$ cat config.mk
export PLATFORM = sky130hd
export DESIGN_NAME = uart_cmd_resp
export DESIGN_NICKNAME = d
export VERILOG_FILES = /design/src/rtl/uart_cmd_pkg.sv /design/src/rtl/uart_timeout_cnt.sv /design/src/rtl/uart_cmd_resp.sv
export SDC_FILE = /design/constraint.sdc
export NUM_CORES = 1
export LEC_CHECK = 0
export ABC_AREA = 1
export CORE_MARGIN = 2
export CORE_UTILIZATION = 45
export DETAILED_ROUTE_END_ITERATION = 7
export GPL_ROUTABILITY_DRIVEN = 1
export MAX_ROUTING_LAYER = met4
export PLACE_DENSITY = 0.68
export SYNTH_ARGS = -nofsm -noshare
export SYNTH_HDL_FRONTEND = slang
export SYNTH_SLANG_ARGS = --single-unit
$ cat constraint.sdc
create_clock -name clk -period 3.83 [get_ports clk]
set_input_delay 0.766 -clock clk [delete_from_list [all_inputs] [get_ports clk]]
set_output_delay 0.766 -clock clk [all_outputs]
set_load 0.02 [all_outputs]
$ cat src/rtl/uart_cmd_pkg.sv
// Shared command/response byte codes and FSM state encoding for uart_cmd_resp.
package uart_cmd_pkg;

    localparam logic [7:0] CMD_PING  = 8'h50;   // 'P'
    localparam logic [7:0] CMD_READ  = 8'h52;   // 'R'
    localparam logic [7:0] CMD_WRITE = 8'h57;   // 'W'

    localparam logic [7:0] RSP_OK    = 8'h4B;   // 'K'
    localparam logic [7:0] RSP_ERR   = 8'h3F;   // '?'
    localparam logic [3:0] RSP_READ_HI = 4'h3;  // read reply is ASCII '0'..'?'

    typedef enum logic [1:0] {
        IDLE     = 2'd0,
        WAIT_ARG = 2'd1,
        SEND     = 2'd2,
        GAP      = 2'd3
    } state_e;

endpackage

$ cat src/rtl/uart_timeout_cnt.sv
// Argument-wait timer: counts enabled cycles, pulses expire_o combinationally in the CYCLES-th one.
// No backpressure; clr_i wins over en_i and restarts the count from zero.
module uart_timeout_cnt #(
    parameter int CYCLES = 270000
) (
    input  logic clk,
    input  logic rst,
    input  logic clr_i,
    input  logic en_i,
    output logic expire_o
);

    localparam int CW = (CYCLES > 1) ? $clog2(CYCLES) : 1;

    logic [CW-1:0] cnt_q, cnt_d;

    always_comb begin
        cnt_d = cnt_q;
        if (clr_i) begin
            cnt_d = '0;
        end else if (en_i) begin
            cnt_d = cnt_q + CW'(1);
        end
    end

    assign expire_o = en_i && !clr_i && (cnt_q == CW'(CYCLES - 1));

    always_ff @(posedge clk) begin
        if (rst) begin
            cnt_q <= '0;
        end else begin
            cnt_q <= cnt_d;
        end
    end

endmodule

$ cat src/rtl/uart_cmd_resp.sv
// Single-byte UART command decoder ('P' ping, 'R' read switches, 'W' write LEDs) with one response byte per command.
// tx_en_o fires the cycle after the completing byte when tx_ready_i is high; bytes arriving while a response is pending are dropped as overrun.
module uart_cmd_resp
    import uart_cmd_pkg::*;
#(
    parameter int CLK_FREQ_Hz = 27000000,
    parameter int TIMEOUT_MS  = 10
) (
    input  logic       clk,
    input  logic       rst,
    input  logic       rx_vld_i,
    input  logic [7:0] rx_data_i,
    input  logic       rx_err_i,
    input  logic [3:0] switch_i,
    output logic [3:0] led_o,
    input  logic       tx_ready_i,
    output logic       tx_en_o,
    output logic [7:0] tx_data_o,
    output logic       cmd_err_o
);

    localparam int TIMEOUT_CYCLES = CLK_FREQ_Hz / 1000 * TIMEOUT_MS;

    state_e     state_q, state_d;
    logic [3:0] led_q, led_d;
    logic [7:0] tx_data_q, tx_data_d;
    logic       cmd_err_q, cmd_err_d;
    logic       gap_q, gap_d;
    logic       tmo_clr, tmo_expire;

    uart_timeout_cnt #(
        .CYCLES (TIMEOUT_CYCLES)
    ) u_timeout (
        .clk      (clk),
        .rst      (rst),
        .clr_i    (tmo_clr),
        .en_i     (state_q == WAIT_ARG),
        .expire_o (tmo_expire)
    );

    always_comb begin
        state_d   = state_q;
        led_d     = led_q;
        tx_data_d = tx_data_q;
        gap_d     = gap_q;
        cmd_err_d = 1'b0;
        tmo_clr   = 1'b0;
        case (state_q)
            IDLE: begin
                if (rx_vld_i) begin
                    if (rx_err_i) begin
                        cmd_err_d = 1'b1;
                    end else begin
                        case (rx_data_i)
                            CMD_PING: begin
                                tx_data_d = RSP_OK;
                                state_d   = SEND;
                            end
                            CMD_READ: begin
                                tx_data_d = {RSP_READ_HI, switch_i};
                                state_d   = SEND;
                            end
                            CMD_WRITE: begin
                                tmo_clr = 1'b1;
                                state_d = WAIT_ARG;
                            end
                            default: begin
                                tx_data_d = RSP_ERR;
                                cmd_err_d = 1'b1;
                                state_d   = SEND;
                            end
                        endcase
                    end
                end
            end
            WAIT_ARG: begin
                // A byte landing in the expiry cycle still counts as the argument.
                if (rx_vld_i) begin
                    if (rx_err_i) begin
                        cmd_err_d = 1'b1;
                        state_d   = IDLE;
                    end else begin
                        led_d     = rx_data_i[3:0];
                        tx_data_d = RSP_OK;
                        state_d   = SEND;
                    end
                end else if (tmo_expire) begin
                    tx_data_d = RSP_ERR;
                    cmd_err_d = 1'b1;
                    state_d   = SEND;
                end
            end
            SEND: begin
                cmd_err_d = rx_vld_i;
                if (tx_ready_i) begin
                    gap_d   = 1'b0;
                    state_d = GAP;
                end
            end
            GAP: begin
                cmd_err_d = rx_vld_i;
                if (gap_q) begin
                    state_d = IDLE;
                end else begin
                    gap_d = 1'b1;
                end
            end
            default: state_d = IDLE;
        endcase
    end

    always_ff @(posedge clk) begin
        if (rst) begin
            state_q   <= IDLE;
            led_q     <= 4'h0;
            tx_data_q <= 8'h00;
            cmd_err_q <= 1'b0;
            gap_q     <= 1'b0;
        end else begin
            state_q   <= state_d;
            led_q     <= led_d;
            tx_data_q <= tx_data_d;
            cmd_err_q <= cmd_err_d;
            gap_q     <= gap_d;
        end
    end

    // Combinational so the pulse lands one cycle after the completing byte; gated so reset mid-SEND never fires it.
    assign tx_en_o   = (state_q == SEND) && tx_ready_i && !rst;
    assign led_o     = led_q;
    assign tx_data_o = tx_data_q;
    assign cmd_err_o = cmd_err_q;

endmodule

==> impl_metrics.csv, run 1 <==
group,metric,value,unit
outcome,outcome,"complete, no violations",
critical_path,reg2reg_depth,8,
global_route,antenna_found_initial,0,
critical_path,crit_buf_inv,2,
critical_path,crit_arrival,2.07,ns
placement,gp_routability_congestion,0.799,
clocking,clock_sinks,33,
detailed_routing,drc,0,
synth,synth_cell_types,35,
synth,synth_warnings,0,
critical_path,crit_path_frequent_cell,"clkdlybuf4s50_1",
synth,synth_seq_cells,33,
sta,rsz0062_at_grt,"false",
power,combPwrFrac,0.294,
sta,fin_crit_sh,0.740,
power,p_sw_frac,0.328,
layout,layout-drive-gt1-share,0.0993,
clocking,cts_resized,0,
critical_path,reg2reg_from,"u_timeout.cnt_q[0]",
die,start_util,0.460,
power,peakVddDrop,0.245,mV
clocking,clkTransAtPathRegs,0.07,ns
synth,synth_area,0.00182,mm^2
layout,finish.utilization,0.567,
critical_path,worst_path_dominant_cell_family,"buffers and inverters",
global_route,grt_pass1_wl,6400,um
power,power_switching,0.353,mW
hold_path,hp-class,"register to register",
power,pwr-share-seq,0.390,
clocking,htree_levels,2,
sta,hold_slack,0.471,ns
critical_path,end_kind,"output pin",
synth,syn_inst,261,
sta,max_clock_freq,353,MHz
sta,min_period,2.83,ns
layout,area_growth,23.2,%
clocking,clock_latency,0.29,ns
detailed_routing,drt_iter0_drc,135,
power,power_density,482,mW/mm^2
layout,fill_cells,409,
layout,layoutNonFillerInstCount,342,
clocking,post_cts.repair.setup_buffers,0,
hold_path,hold_start,"gap_q",
sta,setup_tns,0,ns
critical_path,critPathMaxStageDelay,0.60,ns
critical_path,rr_endpoint,"state_q[0]",
synth,synth_top_area_share,0.364,
sta,setup_violations,0,
detailed_routing,avgViaCountPerCell,4.78,
global_route,grt_usage,0.192,
global_route,grt_max_degree,16,
critical_path,startpoint,"tx_ready_i",
layout,final_area,0.00224,mm^2
detailed_routing,num_vias,1635,
die,dieArea,0.00456,mm^2
detailed_routing,first_pass_iters,4,
synth,syn_nets,279,
die,rows,23,
clocking,ctsHoldBuffers,0,
layout,antenna_cells,0,
critical_path,timing_worst_setup_path_type,"input port to output pin",
placement,dpl.hpwl,2700,um
layout,layout.nets,309,
run,cap_viol_max_count,0,
critical_path,crit_chain,"clkdlybuf4s50_1 > nand3_1 > nor2_1 > clkdlybuf4s50_1",
clocking,root_buffer,"clkbuf_8",
clocking,cts_buffer_depth,2,
synth,avgSynthCellArea,6.96,um^2
sta,finClkSkew,0.00870,ns
clocking,cts_buffers,5,
power,p_int,0.724,mW
detailed_routing,drt_wl_total,3650,um
detailed_routing,postRouteAntennaNets,0,
synth,ys_top_cells_by_area,"dfxtp_1 (36%), nor2_1 (12%), nand2_1 (11%)",
critical_path,reg2reg_slack,2.06,ns
placement,port-buffer-count,29,
die,ios,31,
critical_path,critical_path.max_fanout,2,
global_route,grt-ovfl-total,0,
die,dieWidth,67.5,um
die,die_y,67.5,um
synth,synth_top_cell_by_area,"dfxtp_1",
critical_path,cp.required,3.06,ns
clocking,tritoncts,"built",
sta,hold_violations,0,
global_route,grt_pass1_vias,1474,
detailed_routing,wire_per_inst,10.7,um
placement,dp.cells,334,
placement,placed_cell_area,0.00212,mm^2
power,clkPwrFrac,0.316,
critical_path,crit_path_end,"tx_en_o",
die,coreArea,0.00394,mm^2
synth,ys_seq_area_frac,0.364,
sta,slew_violations,0,
critical_path,crit_path_start_kind,"input port",
critical_path,crit_slowest_cell,"clkdlybuf4s50_1",
power,p_leak,1.00,nW
critical_path,crit_cells,4,
## cell type report
cell class                 instances  area, um^2  share of cell area
timing repair buffer              29         290               0.130
clock inverter                     1        30.0              0.0134
clock buffer                       7        86.3              0.0386
tap                               50        62.6              0.0280
sequential                        33         661               0.295
inverter                          30         115              0.0515
multi-input combinational        192         991               0.443
## how the worst min path moves through the flow
| stage | end | slack [ns] | depth (start not counted) |
|---|---|---|---|
| final | gap_q | 0.47 | 2 |
| after global placement | tx_data_o[0] | 0.46 | 2 |
| after floorplan | gap_q | 0.43 | 2 |
| after CTS | gap_q | 0.47 | 2 |
| after global routing | gap_q | 0.50 | 2 |
| after detailed placement | gap_q | 0.46 | 2 |
## Yosys cell counts (all sizes together)
cell / instances
nor2: 63
nand2: 56
dfxtp: 33
inv: 30
a21oi: 21
nand3: 16
o21ai: 10
xor2: 8
buf: 6
nand4: 4
nor3: 3
nor3b: 2
xnor2: 2
a31o: 1
a31oi: 1
conb: 1
ha: 1
o211ai: 1
o22ai: 1
or2: 1
## kinds of logic after synthesis
group | Yosys count | share of synthesized area
flip-flops | 33 | 0.364
AND/OR/NAND/NOR | 145 | 0.379
adder cells (fa/ha/maj) | 1 | 0.00689
other | 1 | 0.00207
AO/OA/AOI/OAI | 35 | 0.110
buffers and inverters | 36 | 0.0903
XOR/XNOR | 10 | 0.0482
## state kept, by name (all words and copies together), names as in the netlist
register	count
state_q	2
cmd_err_o	1
u_timeout.cnt_q	19
led_o	4
gap_q	1
tx_data_o	6
## through the flow
step	total power, mW	worst slack (ns)
2_1_floorplan	0.652	1.92
3_3_place_gp	0.744	1.03
3_5_place_dp	0.744	0.994
4_1_cts	1.09	0.990
5_1_grt	1.15	0.929
6_report	1.08	0.995
## tightest hold or removal path, cell delays in order (launching register included)
cell	delay [ns]
dfxtp_1	0.31
nand2_1	0.06
a21oi_1	0.05
## power by group through the flow
stage | Combinational [mW] | Sequential [mW] | Clock (mW)
final | 0.316 | 0.421 | 0.340
after global routing | 0.354 | 0.427 | 0.366
after CTS | 0.317 | 0.421 | 0.350
after detailed placement | 0.315 | 0.429 | 0
after global placement | 0.316 | 0.428 | 0
after floorplan | 0.208 | 0.444 | 0
## metal layers
layer,share of wire,GRT usage
met1,0.50,0.246
met3,0.041,0.0550
met2,0.44,0.287
met5,0,-
met4,0.018,0.0689
## cells in the final DEF, fill, tap and decap left out, drive strengths merged
cell	n
nor3	3
or2	1
conb	1
nor3b	2
clkdlybuf4s50	29
a21oi	21
xor2	8
nor2	63
inv	30
ha	1
dfxtp	33
nand4	4
clkbuf	7
a31oi	1
nand2	56
bufinv	1
xnor2	2
o21ai	10
o22ai	1
a31o	1
nand3	16
o211ai	1
Note: power is estimated with default switching activity, not from simulation.
==> run 2, diff against run 1 <==
--- a/config.mk
+++ b/config.mk
@@ -11,7 +11,7 @@
 export DETAILED_ROUTE_END_ITERATION = 7
 export GPL_ROUTABILITY_DRIVEN = 1
 export MAX_ROUTING_LAYER = met4
-export PLACE_DENSITY = 0.68
+export PLACE_DENSITY = 0.7
 export SYNTH_ARGS = -nofsm -noshare
 export SYNTH_HDL_FRONTEND = slang
 export SYNTH_SLANG_ARGS = --single-unit
==> constraint.sdc (replaced) <==
create_clock -name clk -period 2.4 [get_ports clk]
set_input_delay 0.48 -clock clk [delete_from_list [all_inputs] [get_ports clk]]
set_output_delay 0.48 -clock clk [all_outputs]
set_load 0.02 [all_outputs]
==> impl_metrics.csv, run 2 (same netlist as run 1, synthesis figures left out) <==
group,metric,value,unit
power,p_int,1.09,mW
layout,layout.nets,312,
layout,area_growth,23.6,%
global_route,grt-ovfl-total,0,
layout,largest_reg_flops,19,
sta,slew_violations,0,
global_route,grt_max_degree,16,
critical_path,startpoint,"tx_ready_i",
layout,mostFrequentLayoutCells,"nor2_1 (56), nand2_1 (52), dfxtp_1 (33), clkdlybuf4s50_1 (29), inv_1 (27)",
critical_path,worst_path_dominant_cell_family,"buffers and inverters",
sta,fin_crit_sh,0.932,
layout,layout-drive-gt1-share,0.112,
layout,final_area,0.00224,mm^2
clocking,cts_buffer_depth,2,
detailed_routing,wire_per_inst,10.7,um
clocking,htree_levels,2,
critical_path,crit_chain,"clkdlybuf4s50_1 > nand3_1 > nor2_1 > clkdlybuf4s50_1",
detailed_routing,drc,0,
layout,multi_input_area,991,um^2
critical_path,crit_path_frequent_cell,"clkdlybuf4s50_1",
die,start_util,0.460,
clocking,tritoncts,"built",
power,peakVddDrop,0.349,mV
power,clkPwrFrac,0.282,
die,dieWidth,67.5,um
power,combPwrFrac,0.322,
global_route,grt_usage,0.198,
layout,regArea,661,um^2
die,die_y,67.5,um
critical_path,crit_arrival,1.76,ns
critical_path,end_kind,"output pin",
clocking,post_cts.repair.setup_buffers,0,
placement,port-buffer-count,29,
critical_path,reg2reg_from,"u_timeout.cnt_q[0]",
global_route,grt_pass1_vias,1513,
power,power_density,737,mW/mm^2
critical_path,crit_cells,4,
sta,min_period,2.24,ns
sta,setup_tns,0,ns
hold_path,hold_start,"gap_q",
global_route,grt_pass1_wl,6560,um
power,power_switching,0.566,mW
clocking,clock_latency,0.29,ns
critical_path,reg2reg_depth,8,
placement,dpl.hpwl,2790,um
run,cap_viol_max_count,0,
critical_path,crit_buf_inv,2,
power,pwr-share-seq,0.396,
layout,antenna_cells,0,
layout,layout_commonest_cell,"nor2_1",
power,p_sw_frac,0.343,
detailed_routing,avgViaCountPerCell,4.79,
sta,finClkSkew,0.00918,ns
placement,gp_routability_congestion,0.848,
clocking,cts_resized,0,
detailed_routing,drt_iter0_drc,103,
die,dieArea,0.00456,mm^2
detailed_routing,first_pass_iters,5,
power,p_leak,1.01,nW
detailed_routing,postRouteAntennaNets,0,
placement,placed_cell_area,0.00214,mm^2
die,coreArea,0.00394,mm^2
clocking,clock_sinks,33,
detailed_routing,num_vias,1651,
global_route,antenna_found_initial,0,
critical_path,crit_path_start_kind,"input port",
clocking,ctsHoldBuffers,0,
clocking,clkTransAtPathRegs,0.07,ns
critical_path,cp.required,1.92,ns
hold_path,hold_depth,2,
critical_path,crit_slowest_cell,"clkdlybuf4s50_1",
sta,setup_violations,0,
detailed_routing,drt_wl_total,3710,um
critical_path,critPathMaxStageDelay,0.60,ns
sta,max_clock_freq,447,MHz
die,ios,31,
outcome,outcome,"complete, no violations",
sta,hold_violations,0,
layout,largest-register,"u_timeout.cnt_q",
clocking,root_buffer,"clkbuf_8",
clocking,cts_buffers,5,
critical_path,timing_worst_setup_path_type,"input port to output pin",
critical_path,critical_path.max_fanout,2,
layout,fill_cells,383,
sta,rsz0062_at_grt,"false",
hold_path,hp-class,"register to register",
die,rows,23,
==> run 2: changes by cell type in the layout (fill, tap and decap cells not counted) <==
cell / delta
clkbuf_8: +1
clkinv_2: +1
bufinv_16: -1
buf_4: +3
clkbuf_1: -1
==> run 2: routing by layer <==
metal	wire [um]	share of wire	track usage
met2	1670	0.45	0.301
met3	138	0.037	0.0550
met4	73	0.020	0.0867
met5	0	0	-
met1	1820	0.49	0.243
==> run 2: worst reg2reg max path: stages, from the launching register on <==
cell and delay [ns]:
dfxtp_1 0.37, ha_1 0.18, nand2_1 0.12, nor2_1 0.16
nand3_1 0.11, nand2_1 0.34, nand2_1 0.16, o21ai_0 0.18
inv_1 0.05
==> run 2: final cells by class <==
class                      count  area share
clock inverter                 1     0.00223
tap                           50      0.0279
inverter                      30      0.0513
multi-input combinational    192       0.442
sequential                    33       0.294
clock buffer                   7      0.0429
timing repair buffer          32       0.139
==> run 2: final timing paths <==
check	endpoint	slack [ns]
setup / recovery	tx_en_o	0.16
hold reg to reg	gap_q	0.48
hold / removal	gap_q	0.48
setup reg to reg	state_q[0]	0.65
==> run 2: power by group through the flow <==
stage                     sequential, mW  combinational (mW)  clock, mW
final                              0.655               0.533      0.466
after global placement             0.665               0.532          0
after detailed placement           0.668               0.535          0
after global routing               0.663               0.597      0.504
after CTS                          0.656               0.538      0.479
after floorplan                    0.709               0.332          0
==> run 2: metrics by stage <==
step                      hold slack, ns  total power [mW]  setup WS (ns)  utilization  instances
after global routing               0.502              1.76         0.0781        0.569        345
after CTS                          0.481              1.67          0.149        0.569        345
after global placement             0.459              1.20          0.173        0.543        337
after detailed placement           0.470              1.20          0.155        0.543        337
after floorplan                    0.434              1.04           1.01            -        261
final                              0.479              1.65          0.162        0.569        345
